[config.mk]
export PLATFORM = sky130hd
export DESIGN_NAME = spdif_subframe_assembler
export DESIGN_NICKNAME = d
export VERILOG_FILES = /design/src/rtl/spdif_pkg.sv /design/src/rtl/spdif_cs_collector.sv /design/src/rtl/spdif_subframe_assembler.sv
export SDC_FILE = /design/constraint.sdc
export NUM_CORES = 1
export LEC_CHECK = 0
export BUFFER_PORTS_ARGS = -buffer_cell sky130_fd_sc_hd__buf_2
export CAP_MARGIN = 20
export CORE_ASPECT_RATIO = 1.1
export CORE_MARGIN = 3
export CORE_UTILIZATION = 51
export DETAILED_ROUTE_END_ITERATION = 6
export PLACE_DENSITY = 0.72
export SYNTH_ARGS = -nofsm -noshare
export SYNTH_HDL_FRONTEND = slang
export SYNTH_HIERARCHICAL = 1
export SYNTH_SLANG_ARGS = --single-unit
[constraint.sdc]
create_clock -name clk -period 6.9 [get_ports clk]
set_input_delay 0.69 -clock clk [delete_from_list [all_inputs] [get_ports clk]]
set_output_delay 0.69 -clock clk [all_outputs]
set_load 0.1 [all_outputs]
[src/rtl/spdif_pkg.sv]
// Shared constants and types for the S/PDIF subframe assembly path.
package spdif_pkg;

  localparam int unsigned SUBFRAME_BITS    = 28;
  localparam int unsigned AUX_AUDIO_W      = 24;
  localparam int unsigned V_IDX            = 24;
  localparam int unsigned U_IDX            = 25;
  localparam int unsigned C_IDX            = 26;
  localparam int unsigned P_IDX            = 27;
  localparam int unsigned CS_BITS          = 32;
  localparam int unsigned FRAMES_PER_BLOCK = 192;

  typedef enum logic {
    CH_A = 1'b0,
    CH_B = 1'b1
  } channel_e;

endpackage

[src/rtl/spdif_cs_collector.sv]
// Captures the first 32 channel-status bits of channel A in each 192-frame block.
module spdif_cs_collector
  import spdif_pkg::*;
(
  input  logic               clk,
  input  logic               rst,
  input  logic               complete,
  input  logic               chan,
  input  logic [7:0]         frame,
  input  logic               c_bit,
  output logic [CS_BITS-1:0] cs_word,
  output logic               cs_valid
);

  logic [CS_BITS-1:0] cs_shift;
  logic [CS_BITS-1:0] cs_shift_next;
  logic               hit;

  assign hit = complete && (chan == CH_A) && (frame < 8'(CS_BITS));

  // Frame 0 starts a fresh block, so stale bits are cleared before the merge.
  always_comb begin
    cs_shift_next = (frame == 8'd0) ? '0 : cs_shift;
    cs_shift_next[frame[4:0]] = c_bit;
  end

  always_ff @(posedge clk or posedge rst) begin
    if (rst) begin
      cs_shift <= '0;
      cs_word  <= '0;
      cs_valid <= 1'b0;
    end else begin
      cs_valid <= 1'b0;
      if (hit) begin
        cs_shift <= cs_shift_next;
        if (frame == 8'(CS_BITS - 1)) begin
          cs_word  <= cs_shift_next;
          cs_valid <= 1'b1;
        end
      end
    end
  end

endmodule

[src/rtl/spdif_subframe_assembler.sv]
// Packs the decoder's serial bit stream into parallel subframes with a valid/ready output
// and collects channel-status bits.
module spdif_subframe_assembler
  import spdif_pkg::*;
#(
  parameter int unsigned GAP_CYCLES = 255,
  parameter int unsigned SAMPLE_W   = 24
) (
  input  logic                clk,
  input  logic                rst,
  input  logic                din,
  input  logic                vin,
  input  logic [7:0]          frame_in,
  input  logic                channel_in,
  output logic [SAMPLE_W-1:0] sample_out,
  output logic                chan_out,
  output logic [7:0]          frame_out,
  output logic                v_out,
  output logic                u_out,
  output logic                c_out,
  output logic                parity_err,
  output logic                vout,
  input  logic                rdy,
  output logic [CS_BITS-1:0]  cs_word,
  output logic                cs_valid,
  output logic                err_short,
  output logic                err_overflow
);

  logic [4:0]               bit_idx;
  logic [SUBFRAME_BITS-1:0] shreg;
  logic [SUBFRAME_BITS-1:0] shifted;
  logic [7:0]               gap_cnt;
  logic                     last_ch;
  logic                     ch_switch;
  logic                     complete;
  logic                     timeout;
  logic                     accept;

  // Full subframe including the bit arriving this cycle; first bit lands at bit 0.
  assign shifted   = {din, shreg[SUBFRAME_BITS-1:1]};
  assign ch_switch = vin && (bit_idx != 5'd0) && (channel_in != last_ch);
  assign complete  = vin && !ch_switch && (bit_idx == 5'(SUBFRAME_BITS - 1));
  assign timeout   = !vin && (bit_idx != 5'd0) && (gap_cnt == 8'(GAP_CYCLES));
  assign accept    = complete && (!vout || rdy);

  always_ff @(posedge clk or posedge rst) begin
    if (rst) begin
      bit_idx      <= '0;
      shreg        <= '0;
      gap_cnt      <= '0;
      last_ch      <= 1'b0;
      sample_out   <= '0;
      chan_out     <= 1'b0;
      frame_out    <= '0;
      v_out        <= 1'b0;
      u_out        <= 1'b0;
      c_out        <= 1'b0;
      parity_err   <= 1'b0;
      vout         <= 1'b0;
      err_short    <= 1'b0;
      err_overflow <= 1'b0;
    end else begin
      err_short    <= ch_switch || timeout;
      err_overflow <= complete && vout && !rdy;
      if (vin) begin
        shreg   <= shifted;
        last_ch <= channel_in;
        gap_cnt <= '0;
        // A channel switch restarts the subframe with this bit already counted.
        if (ch_switch) begin
          bit_idx <= 5'd1;
        end else if (complete) begin
          bit_idx <= 5'd0;
        end else begin
          bit_idx <= bit_idx + 5'd1;
        end
      end else begin
        if (gap_cnt != 8'hFF) begin
          gap_cnt <= gap_cnt + 8'd1;
        end
        if (timeout) begin
          bit_idx <= 5'd0;
        end
      end
      if (accept) begin
        sample_out <= shifted[SAMPLE_W-1:0];
        v_out      <= shifted[V_IDX];
        u_out      <= shifted[U_IDX];
        c_out      <= shifted[C_IDX];
        parity_err <= ^shifted;
        chan_out   <= channel_in;
        frame_out  <= frame_in;
        vout       <= 1'b1;
      end else if (vout && rdy) begin
        vout <= 1'b0;
      end
    end
  end

  spdif_cs_collector u_cs_collector (
    .clk      (clk),
    .rst      (rst),
    .complete (complete),
    .chan     (channel_in),
    .frame    (frame_in),
    .c_bit    (shifted[C_IDX]),
    .cs_word  (cs_word),
    .cs_valid (cs_valid)
  );

endmodule

==> reports/metrics.cfg, run 1 <==
[cells_and_area]
nets=655
nFillCells=1008
utilization=0.6131
area_growth_pct=15.54
n_antenna_cell=0
drive_gt1_frac=0.3159
final_area_um2=7507
fin_cells=803

[clock_network]
clock_path_buffers=2
htreeDepth=4
holdBufCountCts=0
cts_tree=built
clkTransAtPathRegs_ns=0.06
postCtsSetupBuffers=0
cts-buffers-inserted=17
ctsResizeCount=0
clock-sinks=145
cts_root_buffer=clkbuf_16
clock_latency_ns=0.41

[global_route]
overflow=0
grt_antenna_before_repair=0
grt_max_degree=82
grt_usage=0.2023
grt_pass1_wl_um=22670
grt_pass1_vias=4540

[place]
placed_cells=773
gp_congestion=0.8079
dp_hpwl_um=9042
io_buffers=86
placed_area_um2=6983

[synthesis]
ys_ff_latch=145
synthesis.nets=575
yosysSeqAreaShare=0.5584
synth_top_area_cell=dfrtp_1
synth_edf_count=0
yosysMostFrequentCell=dfrtp_1
ys_async_sr_fraction=1.000
synth_top_area_share=0.5584
synthFlopType=dfrtp_1
ys_top_cells_by_area=dfrtp_1 56%, mux2_2 8.8%, nand2_1 5.1%
synth_common_cells=145 x dfrtp_1, 88 x nand2_1, 51 x mux2_2, 27 x o21ai_0, 24 x xnor2_1
yosysUniqueCellTypes=52
ys_warn_count=6
syn-cell-area_um2=6497
avgSynthCellArea_um2=11.64
postSynthCellCount=558

[critical_path]
critical_path.top_delay_family=simple AND/OR/NAND/NOR gates
cp-end-kind=flip-flop
worstPathCellList=inv_1 > ha_1 > or4b_4 > a21boi_2 > nand2_1 > inv_1 > nor2b_1 > nand4_4 > clkinv_2 > mux2_2
cp-start-kind=flip-flop
slowest_delay_ns=0.53
crit_path_frequent_cell=inv_1
crit_required_ns=7.19
critPathKind=reg2reg
worst-endpoint-arrival_ns=3.83
cp_slowest_cell=nand4_4
cp_num_buf_inv=3
cp_max_fo=45

[drt]
post_drt_wl_per_cell_um=17.03
first_pass_iters=4
drtAntennaViolNets=0
drtIter0Drc=335
drt-total-wl_um=13670
vias_per_cell=5.537
drcViolationCount=0
num_vias=4446

[timing]
period_needed_ns=3.533
tns_ns=0
fin_worst_skew_ns=0.006510
slew_headroom=0.3375
setup_violations=0
clock.fmax_ghz=0.2831
rsz0062_at_grt=no
slew_violations=0
whs_ns=0.4621
worst_slew_pin_slew_ns=0.9938
hold_viol=0
period_share=0.5120

[floorplanning]
core_area_um2=12240
fp.dieArea_um2=14130
io-pin-count=87
initial_core_util=0.5307
die_h_um=124.4
dieWidth_um=113.6
num_rows=42

[status]
status=completed

[hold_path]
min_path_type=reg2reg

[job]
drv_cap=0

[power]
leakage_nw=3.761
irDropWorstVdd_v=0.0002046
cellPowerDensity_nw_per_um2=315.6

-- metal layers --
layer / vias up / track usage / part of all wire
met3: 28 / 0.05053 / 0.052
met1: 2195 / 0.2511 / 0.41
li1: 2101 / - / -
met2: 122 / 0.3293 / 0.51
met5: - / 0 / 0
met4: 0 / 0.09618 / 0.029
-- area by class of cell --
class	instances	area (um^2)	share of cell area
Sequential cell	145	3628	0.4833
Multi-Input combinational cell	361	2613	0.3480
Clock buffer	24	491.7	0.06550
Timing Repair Buffer	90	460.4	0.06133
Tap cell	154	192.7	0.02567
Inverter	23	88.84	0.01183
Clock inverter	6	32.53	0.004333
-- cell usage in the layout, fill, tap and decap left out, types with 5 or more instances in the layout --
master       n
dfrtp_1    145
nand2_1     88
buf_2       86
mux2_2      51
o21ai_0     27
xnor2_1     24
inv_1       20
a21oi_1     19
mux2_4      18
clkbuf_16   17
o21ai_1     17
o22ai_1     16
nor2_1      15
a32oi_1     10
nand3_1      9
clkinv_2     7
nand4_1      5
-- state kept, by name (all words and copies together), names as in the netlist, 5 cells and up --
register,flops
gap_cnt,8
sample_out,24
u_cs_collector/cs_shift,31
bit_idx,5
shreg,27
u_cs_collector/cs_word,32
frame_out,8
-- tightest hold or removal path: cells and delay by family (launching register included) --
family           cells  cell delay, ns
DFF                  1            0.33
and+or+nand+nor      2            0.10
-- per-stage QoR --
step	power, mW	worst slack, ns
floorplan	1.465	4.130
global placement	1.552	3.152
detailed placement	1.568	2.998
CTS	2.388	3.331
global route	2.478	3.050
finish	2.369	3.367
-- worst paths after layout --
kind,start,end,slack [ns],cells past startpoint
min,u_cs_collector/cs_word[18],u_cs_collector/cs_word[18],0.46,2
max,bit_idx[0],u_cs_collector/cs_word[2],3.37,10
max reg2reg,bit_idx[0],u_cs_collector/cs_word[2],3.37,10
max in group asynchronous,rst,sample_out[4],5.66,3
min reg2reg,u_cs_collector/cs_word[18],u_cs_collector/cs_word[18],0.46,2
min in group asynchronous,rst,u_cs_collector/cs_word[9],0.51,3
-- power breakdown --
group / switching, mW / total [mW] / internal, mW / leakage [nW]
registers: 0.101 / 1.03 / 0.928 / 1.90
clock network: 0.323 / 0.813 / 0.490 / 0.261
logic: 0.206 / 0.528 / 0.321 / 1.60
-- cells by family (layout without fill, tap and decap cells) --
| family | after synthesis | count (layout) | share of synthesized area |
|---|---|---|---|
| XOR/XNOR | 30 | 30 | 0.04467 |
| flip-flops | 145 | 145 | 0.5584 |
| adder cells (fa/ha/maj) | 3 | 3 | 0.005778 |
| AO/OA/AOI/OAI | 105 | 105 | 0.09744 |
| multiplexers | 70 | 70 | 0.1315 |
| AND/OR/NAND/NOR | 153 | 153 | 0.1227 |
| buffers and inverters | 52 | 143 | 0.03947 |
(Power assumes the default switching activity.)
==> run 2, diff against run 1 <==
--- a/config.mk
+++ b/config.mk
@@ -5,13 +5,14 @@
 export SDC_FILE = /design/constraint.sdc
 export NUM_CORES = 1
 export LEC_CHECK = 0
+export ABC_AREA = 1
 export BUFFER_PORTS_ARGS = -buffer_cell sky130_fd_sc_hd__buf_2
 export CAP_MARGIN = 20
 export CORE_ASPECT_RATIO = 1.1
 export CORE_MARGIN = 3
 export CORE_UTILIZATION = 51
 export DETAILED_ROUTE_END_ITERATION = 6
-export PLACE_DENSITY = 0.72
+export PLACE_DENSITY = 0.71
 export SYNTH_ARGS = -nofsm -noshare
 export SYNTH_HDL_FRONTEND = slang
 export SYNTH_HIERARCHICAL = 1
==> constraint.sdc (replaced) <==
create_clock -name clk -period 3.44 [get_ports clk]
set_input_delay 0.344 -clock clk [delete_from_list [all_inputs] [get_ports clk]]
set_output_delay 0.344 -clock clk [all_outputs]
set_load 0.1 [all_outputs]
==> reports/metrics.cfg, run 2 <==
[timing]
fin_worst_skew_ns=0.008183  ; +0.001674 ns
rsz0062_at_grt=no
period_share=0.7106  ; +0.1987
hold_viol=0  ; unchanged
setup_violations=0  ; unchanged
tns_ns=0  ; unchanged
period_needed_ns=2.445  ; -1.088 ns
slew_headroom=0.3976  ; +0.06018
worst_slew_pin_slew_ns=0.9025  ; -0.09132 ns
clock.fmax_ghz=0.4091  ; +45%
slew_violations=0  ; unchanged

[synthesis]
synth_common_cells=475 x nand2_1, 145 x dfrtp_1, 85 x nand3_1, 58 x inv_1, 45 x o21ai_0
synth_top_area_cell=dfrtp_1
syn-cell-area_um2=7223  ; +11%
ys_top_cells_by_area=dfrtp_1 50%, nand2_1 25%, nand3_1 5.9%
synth_top_family_by_area=simple AND/OR/NAND/NOR gates
synth-compound-area-share=0.06669  ; -0.03075
synth_xor_xnor_area_share=0.002425  ; -0.04225
synthAdderAreaFrac=0.005197  ; -0.0005804
postSynthCellCount=945  ; +69%
yosysMostFrequentCell=nand2_1
ys_warn_count=6  ; unchanged
synth_top_area_share=0.5023  ; -0.05611
ys_async_sr_fraction=1.000  ; unchanged
yosysUniqueCellTypes=35  ; -33%
ys_ff_latch=145  ; unchanged
synth_simple_gate_area_frac=0.3494  ; +0.2267
synth_edf_count=0  ; unchanged
synthFlopType=dfrtp_1
synthesis.nets=962  ; +67%
yosysSeqAreaShare=0.5023  ; -0.05611
synthMuxAreaShare=0  ; -0.1315
avgSynthCellArea_um2=7.644  ; -34%

[drt]
vias_per_cell=5.004  ; -9.6%
drtIter0Drc=484  ; +44%
drtAntennaViolNets=0  ; unchanged
drcViolationCount=0  ; unchanged
num_vias=6080  ; +37%
drt-total-wl_um=15610  ; +14%
first_pass_iters=5  ; +1
post_drt_wl_per_cell_um=12.85  ; -25%

[floorplanning]
die_h_um=130.8  ; +5.2%
fp.dieArea_um2=15630  ; +11%
num_rows=44  ; +4.8%
dieWidth_um=119.5  ; +5.1%
initial_core_util=0.5334  ; +0.002696
io-pin-count=87  ; unchanged
core_area_um2=13540  ; +11%

[critical_path]
crit_required_ns=3.80  ; -3.39 ns
r2r-start=bit_idx[0]
worst-endpoint-arrival_ns=2.80  ; -1.03 ns
slowest_delay_ns=0.40  ; -0.13 ns
r2r_setup_slack_ns=1.0  ; -2.37 ns
cp-end-kind=flip-flop
cp_slowest_cell=dfrtp_1
r2r-end=u_cs_collector/cs_word[28]
critical_path.top_delay_family=simple AND/OR/NAND/NOR gates
critPathKind=reg2reg
cp-start-kind=flip-flop
cp_max_fo=33  ; -27%
reg2regPathDepth=14  ; +4
worstPathCellList=inv_1 > ha_1 > nand4_2 > nand4_2 > nand2_4 > nor2_4 > inv_1 > nor2_1 > nand3_1 > inv_2 > nand3_4 > clkinv_4 > nand2_1 > nand2_1
cp_num_buf_inv=4  ; +1

[status]
status=completed

[cells_and_area]
layout_commonest_cell=nand2_1
area_growth_pct=14.86
regMostFlops=u_cs_collector/cs_word
nets=1036  ; +58%
n_antenna_cell=0  ; unchanged
multiInputGateArea_um2=3060  ; +17%
drive_gt1_frac=0.1688  ; -0.1471
nFillCells=1228  ; +22%
biggestRegsByFlops=u_cs_collector/cs_word: 32 flops, u_cs_collector/cs_shift: 31 flops, shreg: 27 flops
largest_reg_flops=32  ; unchanged
register_area_um2=3628  ; unchanged
final_cell_mix=475 x nand2_1, 145 x dfrtp_1, 86 x buf_2, 85 x nand3_1, 56 x inv_1
utilization=0.6126  ; about the same

[power]
p_total_mw=4.556  ; +92%
irDropWorstVdd_v=0.0002715  ; +33%
leakage_nw=4.636  ; +23%
cellPowerDensity_nw_per_um2=549.1  ; +74%

[global_route]
grt_pass1_wl_um=26790  ; +18%
grt_antenna_before_repair=0  ; unchanged
grt_usage=0.2109  ; +0.008527
grt_pass1_vias=5751  ; +27%
overflow=0  ; unchanged
grt_max_degree=63  ; -23%

[clock_network]
holdBufCountCts=0  ; unchanged
ctsResizeCount=0  ; unchanged
clkTransAtPathRegs_ns=0.06  ; about the same
postCtsSetupBuffers=0  ; unchanged
cts-buffers-inserted=17  ; unchanged
clock_path_buffers=2  ; unchanged
htreeDepth=4  ; unchanged
cts_root_buffer=clkbuf_16
cts_tree=built
clock_latency_ns=0.42  ; about the same
clock-sinks=145  ; unchanged

[job]
drv_cap=0  ; unchanged

[place]
dp_hpwl_um=10490  ; +16%
gp_congestion=0.7830  ; -3.1%
io_buffers=86  ; unchanged

[hold_path]
min_path_type=in2async

==> run 2: kinds of logic after synthesis <==
family / count (synthesis)
xor+xnor: 2
buf+inv: 109
flops: 145
simple gates: 609
fa+ha+maj: 3
compound gates: 77
==> run 2: worst max path at each step <==
| stage | depth (start not counted) | start | slack [ns] | to |
|---|---|---|---|---|
| final | 14 | bit_idx[0] | 1.0 | u_cs_collector/cs_word[28] |
| after global routing | 14 | bit_idx[0] | 0.72 | u_cs_collector/cs_word[9] |
| after CTS | 14 | bit_idx[0] | 0.95 | u_cs_collector/cs_word[28] |
| after detailed placement | 14 | bit_idx[0] | 0.96 | u_cs_collector/cs_word[0] |
| after global placement | 14 | bit_idx[0] | 1.04 | u_cs_collector/cs_word[15] |
| after floorplan | 1 | rst | 1.02 | bit_idx[0] |
==> run 2: metrics by stage <==
| stage | area, um^2 | setup slack, ns | std cells | hold WS (ns) |
|---|---|---|---|---|
| 6_report | 8297 | 0.9955 | 1215 | 0.01008 |
| 5_1_grt | 8297 | 0.7248 | 1215 | 0.03271 |
| 4_1_cts | 8277 | 0.9521 | 1214 | 0.1290 |
| 3_5_place_dp | 7681 | 0.9644 | 1183 | 0.4530 |
| 3_3_place_gp | 7681 | 1.041 | 1183 | 0.4485 |
| 2_1_floorplan | 7223 | 1.016 | 945 | 0.4493 |
==> run 2: report_power, final <==
| part | internal [mW] | switching (mW) | total [mW] | leakage, nW |
|---|---|---|---|---|
| Clock | 1.17 | 0.690 | 1.86 | 0.293 |
| Combinational | 0.207 | 0.599 | 0.807 | 2.39 |
| Sequential | 1.80 | 0.0849 | 1.89 | 1.96 |
==> run 2: area by class of cell <==
type,instances,share of cell area
Timing Repair Buffer,96,0.06243
Sequential cell,145,0.4373
Clock inverter,10,0.01629
Inverter,68,0.03182
Tap cell,184,0.02775
Multi-Input combinational cell,691,0.3689
Clock buffer,21,0.05550
==> run 2: worst register-to-register path: stages, from the launching register on <==
cell and delay [ns]:
dfrtp_1 0.40, inv_1 0.08, ha_1 0.16, nand4_2 0.12, nand4_2 0.13, nand2_4 0.08
nor2_4 0.11, inv_1 0.05, nor2_1 0.13, nand3_1 0.12, inv_2 0.10, nand3_4 0.33
clkinv_4 0.37, nand2_1 0.13, nand2_1 0.06
==> run 2: layer usage <==
metal  vias up  part of all wire  track usage
li1       3117                 -            -
met3        25             0.051      0.04994
met4         0             0.020      0.08423
met2       143              0.47       0.3438
met1      2795              0.46       0.2754
met5         -                 0            0
==> run 3, diff against run 2 <==
--- a/config.mk
+++ b/config.mk
@@ -5,14 +5,14 @@
 export SDC_FILE = /design/constraint.sdc
 export NUM_CORES = 1
 export LEC_CHECK = 0
-export ABC_AREA = 1
+export ABC_AREA = 0
 export BUFFER_PORTS_ARGS = -buffer_cell sky130_fd_sc_hd__buf_2
 export CAP_MARGIN = 20
 export CORE_ASPECT_RATIO = 1.1
 export CORE_MARGIN = 3
 export CORE_UTILIZATION = 51
 export DETAILED_ROUTE_END_ITERATION = 6
-export PLACE_DENSITY = 0.71
+export PLACE_DENSITY = 0.75
 export SYNTH_ARGS = -nofsm -noshare
 export SYNTH_HDL_FRONTEND = slang
 export SYNTH_HIERARCHICAL = 1
==> constraint.sdc (replaced) <==
create_clock -name clk -period 2 [get_ports clk]
set_input_delay 0.2 -clock clk [delete_from_list [all_inputs] [get_ports clk]]
set_output_delay 0.2 -clock clk [all_outputs]
set_load 0.1 [all_outputs]
==> reports/metrics.cfg, run 3 (synthesized netlist as in run 1, its figures left out) <==
[clock_network]
clkTransAtPathRegs_ns=0.06  ; about the same
cts_root_buffer=clkbuf_16
clock_path_buffers=2  ; unchanged
clock-sinks=145  ; unchanged
cts_tree=built
clock_latency_ns=0.42  ; about the same
htreeDepth=4  ; unchanged
cts-buffers-inserted=17  ; unchanged

[timing]
setup_ws_ns=-0.3098  ; -1.305 ns
period_needed_ns=2.310  ; -0.1348 ns
fin_worst_skew_ns=0.008235  ; +0.00005132 ns
clock.fmax_ghz=0.4329  ; +5.8%
slew_violations=0  ; unchanged
worst_slew_pin_slew_ns=0.5850  ; -0.3175 ns
slew_headroom=0.6092  ; +0.2115
rsz0062_at_grt=yes
period_share=1.155  ; +0.4443
whs_ns=0.06581  ; +0.05573 ns
setup_violations=101  ; +101
hold_viol=0  ; unchanged

[critical_path]
worst-endpoint-arrival_ns=2.60  ; -0.20 ns
r2r-start=bit_idx[0]
reg2regPathDepth=11  ; -3
r2r-end=u_cs_collector/cs_shift[16]
cp_max_fo=26  ; -21%
critPathKind=reg2reg
r2r_setup_slack_ns=-0.31  ; -1.31 ns
crit_required_ns=2.29  ; -1.51 ns
cp-end-kind=flip-flop
cp-start-kind=flip-flop

[place]
gp_congestion=0.8369  ; +6.9%
io_buffers=86  ; unchanged
pre_cts_slack_ns=-0.3321  ; -1.296 ns
placed_area_um2=7271  ; -5.3%
placed_cells=798  ; -33%
dp_hpwl_um=9362  ; -11%

[cells_and_area]
final_cell_mix=145 x dfrtp_1, 86 x nand2_1, 86 x buf_2, 46 x mux2_2
nets=690  ; -33%
regMostFlops=u_cs_collector/cs_word
drive_gt1_frac=0.4015  ; +0.2327
final_area_um2=8139  ; -1.9%
n_antenna_cell=0  ; unchanged
fin_cells=839  ; -31%
area_growth_pct=25.26
biggestRegsByFlops=u_cs_collector/cs_word: 32 flops, u_cs_collector/cs_shift: 31 flops, shreg: 27 flops
layout_commonest_cell=dfrtp_1
largest_reg_flops=32  ; unchanged
utilization=0.6647  ; +0.05210

[drt]
drt-total-wl_um=14380  ; -7.9%
first_pass_iters=5  ; unchanged
drtIter0Drc=185  ; -62%
drcViolationCount=0  ; unchanged
vias_per_cell=5.516  ; +10%
post_drt_wl_per_cell_um=17.14  ; +33%
num_vias=4628  ; -24%
drtAntennaViolNets=0  ; unchanged

[floorplanning]
initial_core_util=0.5307  ; -0.002696
num_rows=42  ; -4.5%
fp.dieArea_um2=14130  ; -9.6%
die_h_um=124.4  ; -4.9%
dieWidth_um=113.6  ; -4.9%
core_area_um2=12240  ; -9.6%
io-pin-count=87  ; unchanged

[power]
swShare=0.2734  ; -0.02809
combinationalPowerShare=0.234  ; +0.057
p_clk_frac=0.352  ; -0.056
irDropWorstVdd_v=0.0008773  ; +220%
leakage_nw=4.032  ; -13%
p_seq_frac=0.414  ; about the same
cellPowerDensity_nw_per_um2=1039  ; +89%
switchingPower_mw=2.312  ; +68%
p_int_mw=6.144  ; +93%

[global_route]
overflow=0  ; unchanged
grt_usage=0.2107  ; about the same
grt_antenna_before_repair=0  ; unchanged
grt_pass1_vias=4825  ; -16%
grt_max_degree=74  ; +17%
grt_pass1_wl_um=23810  ; -11%

[hold_path]
whs_endpoint=shreg[27]
min_path_type=in2reg
whs_path_depth=2
worstHoldStart=din

[job]
drv_cap=0  ; unchanged

[status]
status=finished, violations left
violations=setup timing

-- run 3: changes by cell type in the layout (fill, tap and decap cells not counted), sizes merged, moves of 16 or more --
| cell | previous run | this run |
|---|---|---|
| buf | 96 | 124 |
| o22ai | 0 | 16 |
| inv | 66 | 22 |
| xnor2 | 0 | 24 |
| mux2 | 0 | 69 |
| nand3 | 87 | 14 |
| o21ai | 69 | 44 |
| a21oi | 2 | 19 |
| nand2 | 478 | 90 |
-- run 3: repair_timing --
action / in CTS / in global routing
hold buffers: 1 / 0
endpoints found under the hold margin: 32 / 0
setup endpoints to repair: 101 / 102
resized for setup: 34 / 29
pin swaps: 7 / 3
buffers inserted: 7 / 2
cloned: 2 / 0
-- run 3: cell type report --
cell class | instances | area (um^2)
Fill cell | 888 | 4105
Sequential cell | 145 | 3628
Multi-Input combinational cell | 361 | 2788
Timing Repair Buffer | 125 | 879.6
Clock buffer | 19 | 442.9
Tap cell | 154 | 192.7
Clock inverter | 12 | 112.6
Inverter | 23 | 95.09
-- run 3: critical path, stage by stage, from the launching register on --
cell and delay (ns):
dfrtp_1 0.37, inv_1 0.06, ha_2 0.16, or4b_4 0.48, a21boi_4 0.16, nand2_2 0.07, inv_2 0.05, nor2b_4 0.21
nand2_2 0.11, buf_12 0.20, a21oi_1 0.19, o22ai_2 0.11
-- run 3: per-layer routing --
| metal | global-route usage | routed length [um] | vias up | part of all wire |
|---|---|---|---|---|
| met5 | 0 | 0 | - | 0 |
| met1 | 0.2520 | 5768 | 2274 | 0.40 |
| met2 | 0.3556 | 7516 | 139 | 0.52 |
| li1 | - | - | 2182 | - |
| met4 | 0.1025 | 429 | 0 | 0.030 |
| met3 | 0.04713 | 669 | 33 | 0.047 |
-- run 3: worst max-delay path by stage --
stage | startpoint | to | slack [ns] | cells past startpoint
2_1_floorplan | bit_idx[0] | u_cs_collector/cs_word[1] | -0.38 | 10
3_3_place_gp | bit_idx[1] | u_cs_collector/cs_shift[1] | -0.24 | 9
3_5_place_dp | bit_idx[1] | u_cs_collector/cs_word[24] | -0.33 | 11
4_1_cts | bit_idx[0] | u_cs_collector/cs_shift[20] | -0.32 | 10
5_1_grt | bit_idx[0] | u_cs_collector/cs_shift[4] | -0.41 | 10
6_report | bit_idx[0] | u_cs_collector/cs_shift[16] | -0.31 | 11
-- run 3: power by group through the flow --
| stage | combinational (mW) | sequential, mW | clock, mW |
|---|---|---|---|
| after floorplan | 1.55 | 3.51 | 0 |
| after global placement | 1.88 | 3.53 | 0 |
| after detailed placement | 1.93 | 3.55 | 0 |
| after CTS | 1.97 | 3.50 | 3.04 |
| after global routing | 2.12 | 3.54 | 3.16 |
| final | 1.98 | 3.50 | 2.98 |
-- run 3: metrics by stage --
stage | power, mW | TNS [ns]
2_1_floorplan | 5.067 | -21.59
3_5_place_dp | 5.479 | -23.00
5_1_grt | 8.819 | -34.52
4_1_cts | 8.504 | -25.00
3_3_place_gp | 5.408 | -16.52
6_report | 8.456 | -24.06
